`config.mk`:
```
export PLATFORM = sky130hd
export DESIGN_NAME = i2s_mic_rx_flat
export DESIGN_NICKNAME = d
export VERILOG_FILES = /design/src/rtl/i2s_mic_rx_pkg.sv /design/src/rtl/i2s_mic_rx_if.sv /design/src/rtl/i2s_mic_rx_clk_gen.sv /design/src/rtl/i2s_mic_rx.sv /design/src/flat_wrapper.sv
export SDC_FILE = /design/constraint.sdc
export NUM_CORES = 1
export LEC_CHECK = 0
export ABC_AREA = 1
export BUFFER_PORTS_ARGS = -buffer_cell sky130_fd_sc_hd__buf_2
export CORE_UTILIZATION = 57
export DETAILED_ROUTE_END_ITERATION = 10
export MAX_ROUTING_LAYER = met4
export PLACE_DENSITY = 0.79
export RECOVER_POWER = 50
export REMOVE_ABC_BUFFERS = 1
export SETUP_SLACK_MARGIN = 0.02
export SYNTH_ARGS = -nofsm -noshare
export SYNTH_HDL_FRONTEND = slang
export SYNTH_HIERARCHICAL = 1
export SYNTH_SLANG_ARGS = --single-unit
```
`constraint.sdc`:
```
create_clock -name clk -period 1.7 [get_ports clk]
set_input_delay 0.17 -clock clk [delete_from_list [all_inputs] [get_ports clk]]
set_output_delay 0.17 -clock clk [all_outputs]
set_load 0.02 [all_outputs]
```
`src/rtl/i2s_mic_rx_pkg.sv`:
```
// Shared audio constants for the I2S capture and playback paths.
// Both directions use the same divider taps so their frame timing matches.
package i2s_mic_rx_pkg;

    localparam int AUDIO_SAMPLE_W = 16;
    localparam int AUDIO_CNT_W    = 9;

    localparam logic [3:0] CAPTURE_PHASE = 4'hA;
    localparam int LRCK_BIT = 8;
    localparam int SCK_BIT  = 3;
    localparam int MCLK_BIT = 1;

    // The LSB arrives in slot 0 of the following half; append it to the 15 shifted bits.
    function automatic logic [AUDIO_SAMPLE_W-1:0] complete_word(
        input logic [AUDIO_SAMPLE_W-2:0] shifted,
        input logic                      lsb
    );
        return {shifted, lsb};
    endfunction

endpackage

```
`src/rtl/i2s_mic_rx_if.sv`:
```
// I2S pin bundle plus the published stereo-sample bus of the capture path.
// master = the receiver/clock owner, slave = the ADC and sample consumer side.
interface i2s_mic_rx_if #(
    parameter int SAMPLE_W = 16
);
    logic                MCLK;
    logic                SCK;
    logic                LRCK;
    logic                SDIN;
    logic [SAMPLE_W-1:0] left_sample;
    logic [SAMPLE_W-1:0] right_sample;
    logic                sample_valid;

    modport master (
        output MCLK, SCK, LRCK, left_sample, right_sample, sample_valid,
        input  SDIN
    );

    modport slave (
        input  MCLK, SCK, LRCK, left_sample, right_sample, sample_valid,
        output SDIN
    );
endinterface

```
`src/rtl/i2s_mic_rx_clk_gen.sv`:
```
// Frame divider for I2S: en-gated counter with registered MCLK/SCK/LRCK taps.
// Taps are loaded from the next count so they never lag the exported counter.
module i2s_clk_gen
    import i2s_mic_rx_pkg::*;
#(
    parameter int CNT_W = AUDIO_CNT_W
) (
    input  logic             clk,
    input  logic             rst,
    input  logic             en,
    output logic [CNT_W-1:0] cnt,
    output logic             mclk,
    output logic             sck,
    output logic             lrck
);

    logic [CNT_W-1:0] cnt_q, cnt_d;
    logic             mclk_q, mclk_d;
    logic             sck_q, sck_d;
    logic             lrck_q, lrck_d;

    always_comb begin
        cnt_d  = en ? cnt_q + 1'b1 : '0;
        mclk_d = cnt_d[MCLK_BIT];
        sck_d  = cnt_d[SCK_BIT];
        lrck_d = cnt_d[LRCK_BIT];
    end

    always_ff @(posedge clk or negedge rst) begin
        if (!rst) begin
            cnt_q  <= '0;
            mclk_q <= 1'b0;
            sck_q  <= 1'b0;
            lrck_q <= 1'b0;
        end else begin
            cnt_q  <= cnt_d;
            mclk_q <= mclk_d;
            sck_q  <= sck_d;
            lrck_q <= lrck_d;
        end
    end

    assign cnt  = cnt_q;
    assign mclk = mclk_q;
    assign sck  = sck_q;
    assign lrck = lrck_q;

endmodule

```
`src/rtl/i2s_mic_rx.sv`:
```
// I2S master receiver: generates the I2S clocks, deserializes SDIN into 16-bit
// left/right words and publishes each stereo pair with a one-cycle strobe.
module i2s_mic_rx
    import i2s_mic_rx_pkg::*;
#(
    parameter int SAMPLE_W = AUDIO_SAMPLE_W,
    parameter int CNT_W    = AUDIO_CNT_W
) (
    input  logic         clk,
    input  logic         rst,
    input  logic         en,
    i2s_mic_rx_if.master bus
);

    logic [CNT_W-1:0]    cnt;
    logic                mclk, sck, lrck;
    logic [3:0]          slot;

    logic                sync1_q, sync1_d;
    logic                sync2_q, sync2_d;
    logic [SAMPLE_W-2:0] shift_q, shift_d;
    logic [SAMPLE_W-1:0] left_stage_q, left_stage_d;
    logic [SAMPLE_W-1:0] left_sample_q, left_sample_d;
    logic [SAMPLE_W-1:0] right_sample_q, right_sample_d;
    logic                valid_q, valid_d;
    logic                primed_q, primed_d;
    logic [SAMPLE_W-1:0] word;

    i2s_clk_gen #(.CNT_W(CNT_W)) u_clk_gen (
        .clk  (clk),
        .rst  (rst),
        .en   (en),
        .cnt  (cnt),
        .mclk (mclk),
        .sck  (sck),
        .lrck (lrck)
    );

    assign slot = cnt[LRCK_BIT-1:SCK_BIT+1];
    assign word = complete_word(shift_q, sync2_q);

    always_comb begin
        sync1_d        = bus.SDIN;
        sync2_d        = sync1_q;
        shift_d        = shift_q;
        left_stage_d   = left_stage_q;
        left_sample_d  = left_sample_q;
        right_sample_d = right_sample_q;
        primed_d       = primed_q;
        valid_d        = 1'b0;

        if (!en) begin
            // Drop any partial frame; published samples are kept.
            shift_d      = '0;
            left_stage_d = '0;
            primed_d     = 1'b0;
        end else begin
            if (cnt == {CNT_W{1'b1}}) begin
                primed_d = 1'b1;
            end
            if (cnt[3:0] == CAPTURE_PHASE) begin
                if (slot != 4'd0) begin
                    shift_d = {shift_q[SAMPLE_W-3:0], sync2_q};
                end else if (cnt[LRCK_BIT]) begin
                    left_stage_d = word;
                end else if (primed_q) begin
                    // Right LSB just arrived: the pair is visible during cnt=0x00B.
                    left_sample_d  = left_stage_q;
                    right_sample_d = word;
                    valid_d        = 1'b1;
                end
            end
        end
    end

    always_ff @(posedge clk or negedge rst) begin
        if (!rst) begin
            sync1_q        <= 1'b0;
            sync2_q        <= 1'b0;
            shift_q        <= '0;
            left_stage_q   <= '0;
            left_sample_q  <= '0;
            right_sample_q <= '0;
            valid_q        <= 1'b0;
            primed_q       <= 1'b0;
        end else begin
            sync1_q        <= sync1_d;
            sync2_q        <= sync2_d;
            shift_q        <= shift_d;
            left_stage_q   <= left_stage_d;
            left_sample_q  <= left_sample_d;
            right_sample_q <= right_sample_d;
            valid_q        <= valid_d;
            primed_q       <= primed_d;
        end
    end

    assign bus.MCLK         = mclk;
    assign bus.SCK          = sck;
    assign bus.LRCK         = lrck;
    assign bus.left_sample  = left_sample_q;
    assign bus.right_sample = right_sample_q;
    assign bus.sample_valid = valid_q;

endmodule
```
`src/flat_wrapper.sv`:
```
// flat-port wrapper written by rule: the top's interface ports become plain ports
module i2s_mic_rx_flat import i2s_mic_rx_pkg::*;
#(
    parameter int SAMPLE_W = AUDIO_SAMPLE_W,
    parameter int CNT_W    = AUDIO_CNT_W
)
  (clk, rst, en, bus_MCLK, bus_SCK, bus_LRCK, bus_left_sample, bus_right_sample, bus_sample_valid, bus_SDIN);
  i2s_mic_rx_if #(.SAMPLE_W(SAMPLE_W)) bus_i ();
  input  logic clk;
  input  logic rst;
  input  logic en;
  output wire logic [$bits(bus_i.MCLK)-1:0] bus_MCLK;
  output wire logic [$bits(bus_i.SCK)-1:0] bus_SCK;
  output wire logic [$bits(bus_i.LRCK)-1:0] bus_LRCK;
  output wire logic [$bits(bus_i.left_sample)-1:0] bus_left_sample;
  output wire logic [$bits(bus_i.right_sample)-1:0] bus_right_sample;
  output wire logic [$bits(bus_i.sample_valid)-1:0] bus_sample_valid;
  input wire logic [$bits(bus_i.SDIN)-1:0] bus_SDIN;
  assign bus_MCLK = bus_i.MCLK;
  assign bus_SCK = bus_i.SCK;
  assign bus_LRCK = bus_i.LRCK;
  assign bus_left_sample = bus_i.left_sample;
  assign bus_right_sample = bus_i.right_sample;
  assign bus_sample_valid = bus_i.sample_valid;
  assign bus_i.SDIN = bus_SDIN;
  i2s_mic_rx #(.SAMPLE_W(SAMPLE_W), .CNT_W(CNT_W)) u_core (.clk(clk), .rst(rst), .en(en), .bus(bus_i));
endmodule
```
# Word level (Yosys, flattened, before mapping)

Cells that the tools add are included.

Divide/modulo/power cells: 0
$lt $le $gt $ge: 0
Bitwise gates (word level): 2
$mul: 0
Shift-type cells: 0
Reductions and logical operators: 4
Add/subtract/negate cells: 1
Equal/unequal tests: 7
Muxes and demuxes: 15

Operators with widths:

| kind                                                   | count |
|---|---|
| 2-to-1 mux 16 bit                                      | 4 |
| 2-to-1 mux 15 bit                                      | 3 |
| adder 9 x 1 -> 9 bit (second input constant)           | 1 |
| == test 9 bit (second input constant)                  | 1 |
| 2-to-1 mux 9 bit                                       | 1 |
| inequality test 2 x 1 -> 1 bit (second input constant) | 4 |
| 2-to-1 mux 1 bit                                       | 7 |
| AND reduction 5 bit                                    | 1 |
| == test 4 bit (second input constant)                  | 1 |
| nonzero test 4 bit                                     | 1 |
| AND reduction 3 bit                                    | 1 |
| inequality test 2 bit (second input constant)          | 1 |
| inverter 1 bit                                         | 2 |
| AND reduction 2 bit                                    | 1 |

Bits of input ports: 4
Latch bits: 0
Memories: 0
Word-level logic and storage cells: 41
Output and inout port bits: 36
Memory bits (writable): 0
Register bits: 79
Memory bits (read-only): 0

# Logic depth before layout (Yosys ltp)

Gate-level depths: netlist (run 1).

Depth in word-level cells: 5
Mapped depth: 9
Gate-level depth less buffers: 7

# Hierarchy

The synthesis (run 1) kept the hierarchy.

By module, submodules not included:

| module      | cells an instance | instances | sequential area each (sq um) | area an instance (sq um) |
|---|---|---|---|---|
| i2s_mic_rx  | 314               | 1         | 1676.6                       | 2768.9 |
| i2s_clk_gen | 57                | 1         | 225.2                        | 459.2 |

# Least setup slack after synthesis (run 1)

Ideal clock, no wire load.

Path kind: flip-flop to flip-flop
Start point: register u_core.u_clk_gen.cnt_q[8], in the netlist u_core/u_clk_gen/cnt[8]
End point: register u_core.left_sample_q[0], in the netlist u_core/bus.left_sample[0]
Setup slack: 0.238 ns
Arrival time: 1.345 ns
Required time: 1.583 ns
Setup time: 0.117 ns
Buffers on the path: 2
Clock period less this slack: 1.462 ns
Cell stages (with the launch flop): 8
Cell sequence: dfrtp_1 > buf_4 > or2_4 > nor2_4 > nand2_4 > buf_6 > nand2_1 > nand2_1

Longest elaborated chain between the ends: 2

RTL lines:

| item                                 | line                     | text |
|---|---|---|
| start, declared                      | i2s_mic_rx_clk_gen.sv:17 | `logic [CNT_W-1:0] cnt_q, cnt_d;` |
| start signal, assigned               | i2s_mic_rx_clk_gen.sv:36 | `cnt_q <= cnt_d;` |
| inverter 1 bit (no source line)      | n/a                      |  |
| AND reduction 5 bit (no source line) | n/a                      |  |
| end signal, assigned                 | i2s_mic_rx.sv:91         | `left_sample_q <= left_sample_d;` |
| end, declared                        | i2s_mic_rx.sv:23         | `logic [SAMPLE_W-1:0] left_sample_q, left_sample_d;` |

No other way between the ends.
A chain may end at the register's enable or synchronous reset.

# Final worst setup path (run 1)

Start point: register u_core.u_clk_gen.cnt_q[0], in the netlist u_core/u_clk_gen/cnt[0]
End point: register u_core.left_stage_q[13]

Longest elaborated chain between the ends: 3

RTL lines:

| item                                            | line             | text |
|---|---|---|
| == test 4 bit                                   | i2s_mic_rx.sv:61 | `if (cnt[3:0] == CAPTURE_PHASE) begin` |
| inequality test 2 x 1 -> 1 bit (no source line) | n/a              |  |
| AND reduction 3 bit (no source line)            | n/a              |  |
| end signal, assigned                            | i2s_mic_rx.sv:90 | `left_stage_q <= left_stage_d;` |
| end, declared                                   | i2s_mic_rx.sv:22 | `logic [SAMPLE_W-1:0] left_stage_q, left_stage_d;` |

No other way between the ends.

==> flow_metrics.env, run 1 <==
export IMPL_status="complete, no violations"
export IMPL_worstSetupEndpointType="flop"
export IMPL_crit_arrival_ps=1790
export IMPL_synth_distinct_cells=22
export IMPL_netlist_instances=371
export IMPL_cellLeakagePower_nw=2.13
export IMPL_boundaryPins=40
export IMPL_start_util_pct=59.0
export IMPL_cts_tree="built"
export IMPL_postCtsSetupRepairBufs=0
export IMPL_path_cells="nor2_1 > nand2_1 > nand2_1 > nand3_2 > nand2_1 > nand2_1"
export IMPL_setup_violations=0
export IMPL_grt_setup_unrepaired="no"
export IMPL_fp_dieH_um=77.3
export IMPL_drive_gt1_share_pct=15.6
export IMPL_via_per_inst=5.03
export IMPL_firstDrtPassIters=4
export IMPL_wl_per_cell_um=12.6
export IMPL_grt_pass1_wl_um=10600
export IMPL_drtIter0Drc=172
export IMPL_period_share_pct=91.8
export IMPL_grt_usage_pct=24.1
export IMPL_clk_pin_slew_ps=70
export IMPL_syn_to_final_growth_pct=13.0
export IMPL_drtAntennaViolNets=0
export IMPL_synth_seq_cells=76
export IMPL_die_area_um2=5970
export IMPL_hold_path_class="primary input to flop"
export IMPL_ir_drop_uv=739
export IMPL_slew_viol_final=0
export IMPL_finClkSkew_ps=8.16
export IMPL_root_buffer="clkbuf_8"
export IMPL_p_seq_share_pct=55.4
export IMPL_grt_overflow_total=0
export IMPL_numCtsBuffers=9
export IMPL_final_nets=418
export IMPL_yosysWarnings=6
export IMPL_holdWs_ps=68.9
export IMPL_cts_sinks=76
export IMPL_syn_cell_area_um2=3230
export IMPL_power_per_cell_area_nw_per_um2=902
export IMPL_grt_antenna_before_repair=0
export IMPL_grt_max_degree=35
export IMPL_cp_required_ps=1930
export IMPL_post_route_cell_area_um2=3650
export IMPL_wirelength_um=6170
export IMPL_vias=2463
export IMPL_clock_fmax_ghz=0.641
export IMPL_slowest_stage="dfrtp_1"
export IMPL_clockBufferDepth=2
export IMPL_power_switching_uw=739
export IMPL_intPower_mw=2.55
export IMPL_finalPower_mw=3.29
export IMPL_hpwl_um=3980
export IMPL_n_antenna_cell=0
export IMPL_io_buffers=39
export IMPL_synth_area_per_cell_um2=8.70
export IMPL_hold_viol=0
export IMPL_gp_congestion=0.783
export IMPL_netSwitchingFraction_pct=22.5
export IMPL_utilization_pct=66.7
export IMPL_core_rowCount=27
export IMPL_p_comb_share_pct=2.8
export IMPL_clk_latency_ps=350
export IMPL_worstSetupPathType="flop to flop"
export IMPL_max_slew_margin_pct=45.2
export IMPL_worst_slew_pin_slew_ps=822
export IMPL_path_max_fanout=16
export IMPL_startpoint_type="flop"
export IMPL_ys_seq_area_share_pct=58.9
export IMPL_core_area_um2=5470
export IMPL_nFillCells=478
export IMPL_crit_top_cell="nand2_1"
export IMPL_clkPwrFrac_pct=41.8
export IMPL_drv_cap=0
export IMPL_dpl_instance_area_um2=3460
export IMPL_drc=0
export IMPL_htree_levels=3
export IMPL_critical_path_max_stage_delay_ps=440
export IMPL_post_route_min_period_ps=1560
export IMPL_die_w_um=77.3
export IMPL_grt_pass1_vias=2322
layout make-up:
cell class              count  area (um^2)  area share, %
well taps                  72         90.1           2.47
flip-flops and latches     76         1900           52.1
inverters                  25         93.8           2.57
clock buffers              10          138           3.77
clock inverters             6         63.8           1.75
multi-input cells         251         1090           30.0
repair buffers             50          267           7.30
cells in the mapped netlist, drive strengths merged:
cell / n / area [um^2]
ha: 1 / 12.5
buf: 18 / 131
or2: 1 / 8.76
nor2: 22 / 118
nand2: 163 / 624
a21oi: 4 / 20.0
inv: 25 / 93.8
dfrtp: 76 / 1900
nand3: 40 / 205
o21bai: 1 / 11.3
o21ai: 18 / 90.1
clkbuf: 1 / 3.75
nand3b: 1 / 7.51
critical path, delay by kind of cell (launching register included):
kind / cells / cell delay, ps
and+or+nand+nor: 6 / 1000
DFF: 1 / 440
routing by layer:
| metal | GRT usage [%] | wire length (um) |
|---|---|---|
| met2 | 38.6 | 3030 |
| met4 | 10.8 | 114 |
| met3 | 3.93 | 273 |
| met5 | - | 0 |
| met1 | 30.2 | 2750 |
state kept, by name (all words and copies together), names as in the netlist:
name                     count
u_core/bus.left_sample      16
u_core/bus.right_sample     16
u_core/bus.sample_valid      1
u_core/left_stage_q         16
u_core/primed_q              1
u_core/shift_q              15
u_core/sync1_q               1
u_core/sync2_q               1
u_core/u_clk_gen/cnt         9
through the flow:
| stage | worst slack (ps) | TNS [ps] | cells |
|---|---|---|---|
| floorplan | -32.3 | -1030 | 352 |
| global placement | 219 | 0 | 472 |
| detailed placement | 153 | 0 | 472 |
| CTS | 144 | 0 | 490 |
| global route | 49.4 | 0 | 490 |
| finish | 139 | 0 | 490 |
logic make-up (layout without fill, tap and decap cells):
logic type                 after synthesis  count (layout)  share of synthesized area [%]
and+or+nand+nor                        227             227                           29.8
DFF                                     76              76                           58.9
buffers and inverters                   44              91                           7.09
AOI/OAI and AO/OA                       23              23                           3.76
adders and majority gates                1               1                          0.388
repair_timing:
action                                 CTS  global route
gates resized for setup                  0             0
hold buffers                             2             0
endpoints found under the hold margin   33             0
power groups by stage:
stage               clock, mW  combinational (mW)  sequential (mW)
finish                   1.37              0.0914             1.82
global route             1.47               0.105             1.83
global placement            0              0.0952             1.86
floorplan                   0              0.0238             1.86
detailed placement          0              0.0975             1.86
CTS                      1.40               0.101             1.82
cells in the final DEF, fill, tap and decap left out, types with 7 or more instances in the layout:
cell / count
clkbuf_8: 10
buf_2: 27
nand2_1: 160
buf_4: 7
dfrtp_1: 76
o21ai_0: 17
clkbuf_1: 11
inv_1: 24
nor2_1: 17
nand3_1: 39
worst paths after layout:
check	from	slack [ps]	cells past startpoint	endpoint
setup / recovery	u_core/u_clk_gen/cnt[0]	140	6	u_core/left_stage_q[13]
hold / removal	en	70	3	u_core/primed_q
setup reg to reg	u_core/u_clk_gen/cnt[0]	140	6	u_core/left_stage_q[13]
hold reg to reg	u_core/sync1_q	350	0	u_core/sync2_q
max in group asynchronous	rst	310	3	u_core/left_stage_q[12]
min in group asynchronous	rst	440	2	u_core/bus.sample_valid
Power figures use the tool's default switching activity.
==> inputs of run 2 (changes only) <==
- ABC_CLOCK_PERIOD_IN_PS: default -> 1700
- SYNTH_HIERARCHICAL: 1 -> default
==> run 2 against run 1 <==
  * Critical path depth increased by 1
  * Synthesized cell count decreased by 2.7%
  * Via count increased by 0.24%
  * Fmax increased by 2.0%
  * Clock skew increased by 2.4 ps
  * Setup slack improved by 30 ps
  * Die area unchanged
  * Core utilization decreased by 0.37 points
==> flow_metrics.env, run 2 <==
export IMPL_stdcell_count=480
export IMPL_start_util_pct=59.0
export IMPL_max_slew_margin_pct=51.3
export IMPL_io_buffers=39
export IMPL_layout_commonest_cell="nand2_1"
export IMPL_gp_congestion=0.765
export IMPL_clkPwrFrac_pct=38.1
export IMPL_path_delay_family="simple AND/OR/NAND/NOR gates"
export IMPL_finClkSkew_ps=10.6
export IMPL_hold_viol=0
export IMPL_grt_pass1_wl_um=10800
export IMPL_path_cells="inv_1 > ha_1 > nand3_2 > nor2_1 > nand2_2 > nand3_1 > nand2_1"
export IMPL_slew_viol_final=0
export IMPL_fp_dieH_um=77.3
export IMPL_post_route_min_period_ps=1530
export IMPL_grt_antenna_before_repair=0
export IMPL_numCtsBuffers=9
export IMPL_root_buffer="clkbuf_8"
export IMPL_drv_cap=0
export IMPL_grt_usage_pct=24.5
export IMPL_hpwl_um=4020
export IMPL_fin_ws_ps=169
export IMPL_die_area_um2=5970
export IMPL_startpoint_type="flop"
export IMPL_wl_per_cell_um=12.8
export IMPL_clock_fmax_ghz=0.653
export IMPL_grt_max_degree=34
export IMPL_core_area_um2=5470
export IMPL_clockBufferDepth=2
export IMPL_synthTopCellsByCount="nand2_1, dfrtp_1, nand3_1"
export IMPL_n_antenna_cell=0
export IMPL_place_ws_ps=67.1
export IMPL_crit_buf_inv=1
export IMPL_hold_path_class="primary input to flop"
export IMPL_drtIter0Drc=228
export IMPL_finalPower_mw=3.09
export IMPL_via_per_inst=5.14
export IMPL_critical_path_max_stage_delay_ps=420
export IMPL_worst_slew_pin_slew_ps=731
export IMPL_boundaryPins=40
export IMPL_die_w_um=77.3
export IMPL_ys_seq_area_share_pct=58.9
export IMPL_cts_sinks=76
export IMPL_grt_pass1_vias=2309
export IMPL_crit_arrival_ps=1760
export IMPL_worstSetupEndpointType="flop"
export IMPL_synth_seq_cells=76
export IMPL_syn_cell_area_um2=3230
export IMPL_cellLeakagePower_nw=2.08
export IMPL_synth_async_reset_ratio_pct=100
export IMPL_synth_top_area_share_pct=58.9
export IMPL_core_rowCount=27
export IMPL_grt_overflow_total=0
export IMPL_synth_most_common_cell="nand2_1"
export IMPL_worstSetupPathType="flop to flop"
export IMPL_p_seq_share_pct=59.0
export IMPL_ir_drop_uv=479
export IMPL_syn_to_final_growth_pct=12.4
export IMPL_firstDrtPassIters=4
export IMPL_tns_ps=0
export IMPL_power_per_cell_area_nw_per_um2=851
export IMPL_final_nets=412
export IMPL_cts_tree="built"
export IMPL_setup_violations=0
export IMPL_placed_cells=462
export IMPL_drc=0
export IMPL_synth_flop_cell="dfrtp_1"
export IMPL_final_cell_mix="nand2_1, dfrtp_1, nand3_1"
export IMPL_netlist_instances=361
export IMPL_grt_setup_unrepaired="no"
export IMPL_p_comb_share_pct=2.8
export IMPL_synthTopCellsByArea="dfrtp_1, nand2_1, nand3_1"
export IMPL_vias=2469
export IMPL_netSwitchingFraction_pct=22.7
export IMPL_slowest_stage="dfrtp_1"
export IMPL_synth_distinct_cells=21
export IMPL_yosysTopAreaCell="dfrtp_1"
export IMPL_cp_required_ps=1930
export IMPL_synth_area_per_cell_um2=8.94
export IMPL_htree_levels=3
export IMPL_intPower_mw=2.39
export IMPL_power_switching_uw=700
export IMPL_clk_latency_ps=340
export IMPL_drtAntennaViolNets=0
export IMPL_clk_pin_slew_ps=70
export IMPL_period_share_pct=90.1
export IMPL_drive_gt1_share_pct=15.2
export IMPL_path_max_fanout=16
export IMPL_status="complete, no violations"
export IMPL_yosysWarnings=0
export IMPL_wirelength_um=6130
export IMPL_synth_edf_count=0
==> run 2: worst register-to-register path, stage by stage (launching register included) <==
cell     delay, ps
dfrtp_1        420
inv_1           70
ha_1           190
nand3_2        150
nor2_1         150
nand2_2        240
nand3_1        150
nand2_1         70
==> run 2: logic make-up (layout without fill, tap and decap cells) <==
family / after synthesis / in the layout / synth area share, %
flops: 76 / 76 / 58.9
compound gates: 23 / 23 / 3.57
simple gates: 212 / 212 / 28.8
fa+ha+maj: 3 / 3 / 1.16
buf+inv: 47 / 94 / 7.52
==> run 2: per-layer routing <==
metal	up-vias	wire length [um]	track usage [%]
met5	-	0	-
met4	0	89	10.2
met3	8	303	4.29
met2	71	2950	38.0
met1	1170	2790	31.9
li1	1220	-	-
==> run 2: area by class of cell <==
type | instances | area (um^2)
Clock buffer | 12 | 145
Fill cell | 479 | 1840
Clock inverter | 2 | 12.5
Inverter | 28 | 105
Sequential cell | 76 | 1900
Multi-Input combinational cell | 238 | 1090
Timing Repair Buffer | 52 | 279
Tap cell | 72 | 90.1
==> run 2: metrics by stage <==
step	utilization, %	cell area, um^2	hold WS (ps)
floorplan	-	3090	-126
global placement	63.2	3460	123
detailed placement	63.2	3460	126
CTS	66.4	3640	131
global route	66.3	3630	155
finish	66.3	3630	133
==> run 2: path summary, 6_finish.rpt <==
check / slack, ps / cells after the start / startpoint / end
setup / recovery: 170 / 7 / u_core.u_clk_gen.cnt[0] / u_core.left_stage_q[2]
hold / removal: 130 / 3 / en / u_core.u_clk_gen.cnt[1]
setup reg to reg: 170 / 7 / u_core.u_clk_gen.cnt[0] / u_core.left_stage_q[2]
hold reg to reg: 360 / 0 / u_core.sync1_q / u_core.sync2_q
max in group asynchronous: 340 / 3 / rst / u_core.left_stage_q[11]
min in group asynchronous: 420 / 2 / rst / u_core.bus.left_sample[13]
==> run 2: what timing repair did <==
item,4_1_cts,5_1_grt
setup buffers,0,2
setup endpoints to repair,0,33
hold buffers,2,0
hold endpoints to repair,29,0
gates resized for setup,0,2
==> run 2: power by group through the flow <==
stage                     clock, mW  combinational, mW  sequential, mW
after global routing           1.26              0.102            1.82
after floorplan                   0             0.0154            1.86
after global placement            0             0.0889            1.86
after detailed placement          0             0.0924            1.86
after CTS                      1.19             0.0960            1.82
final                          1.18             0.0878            1.82
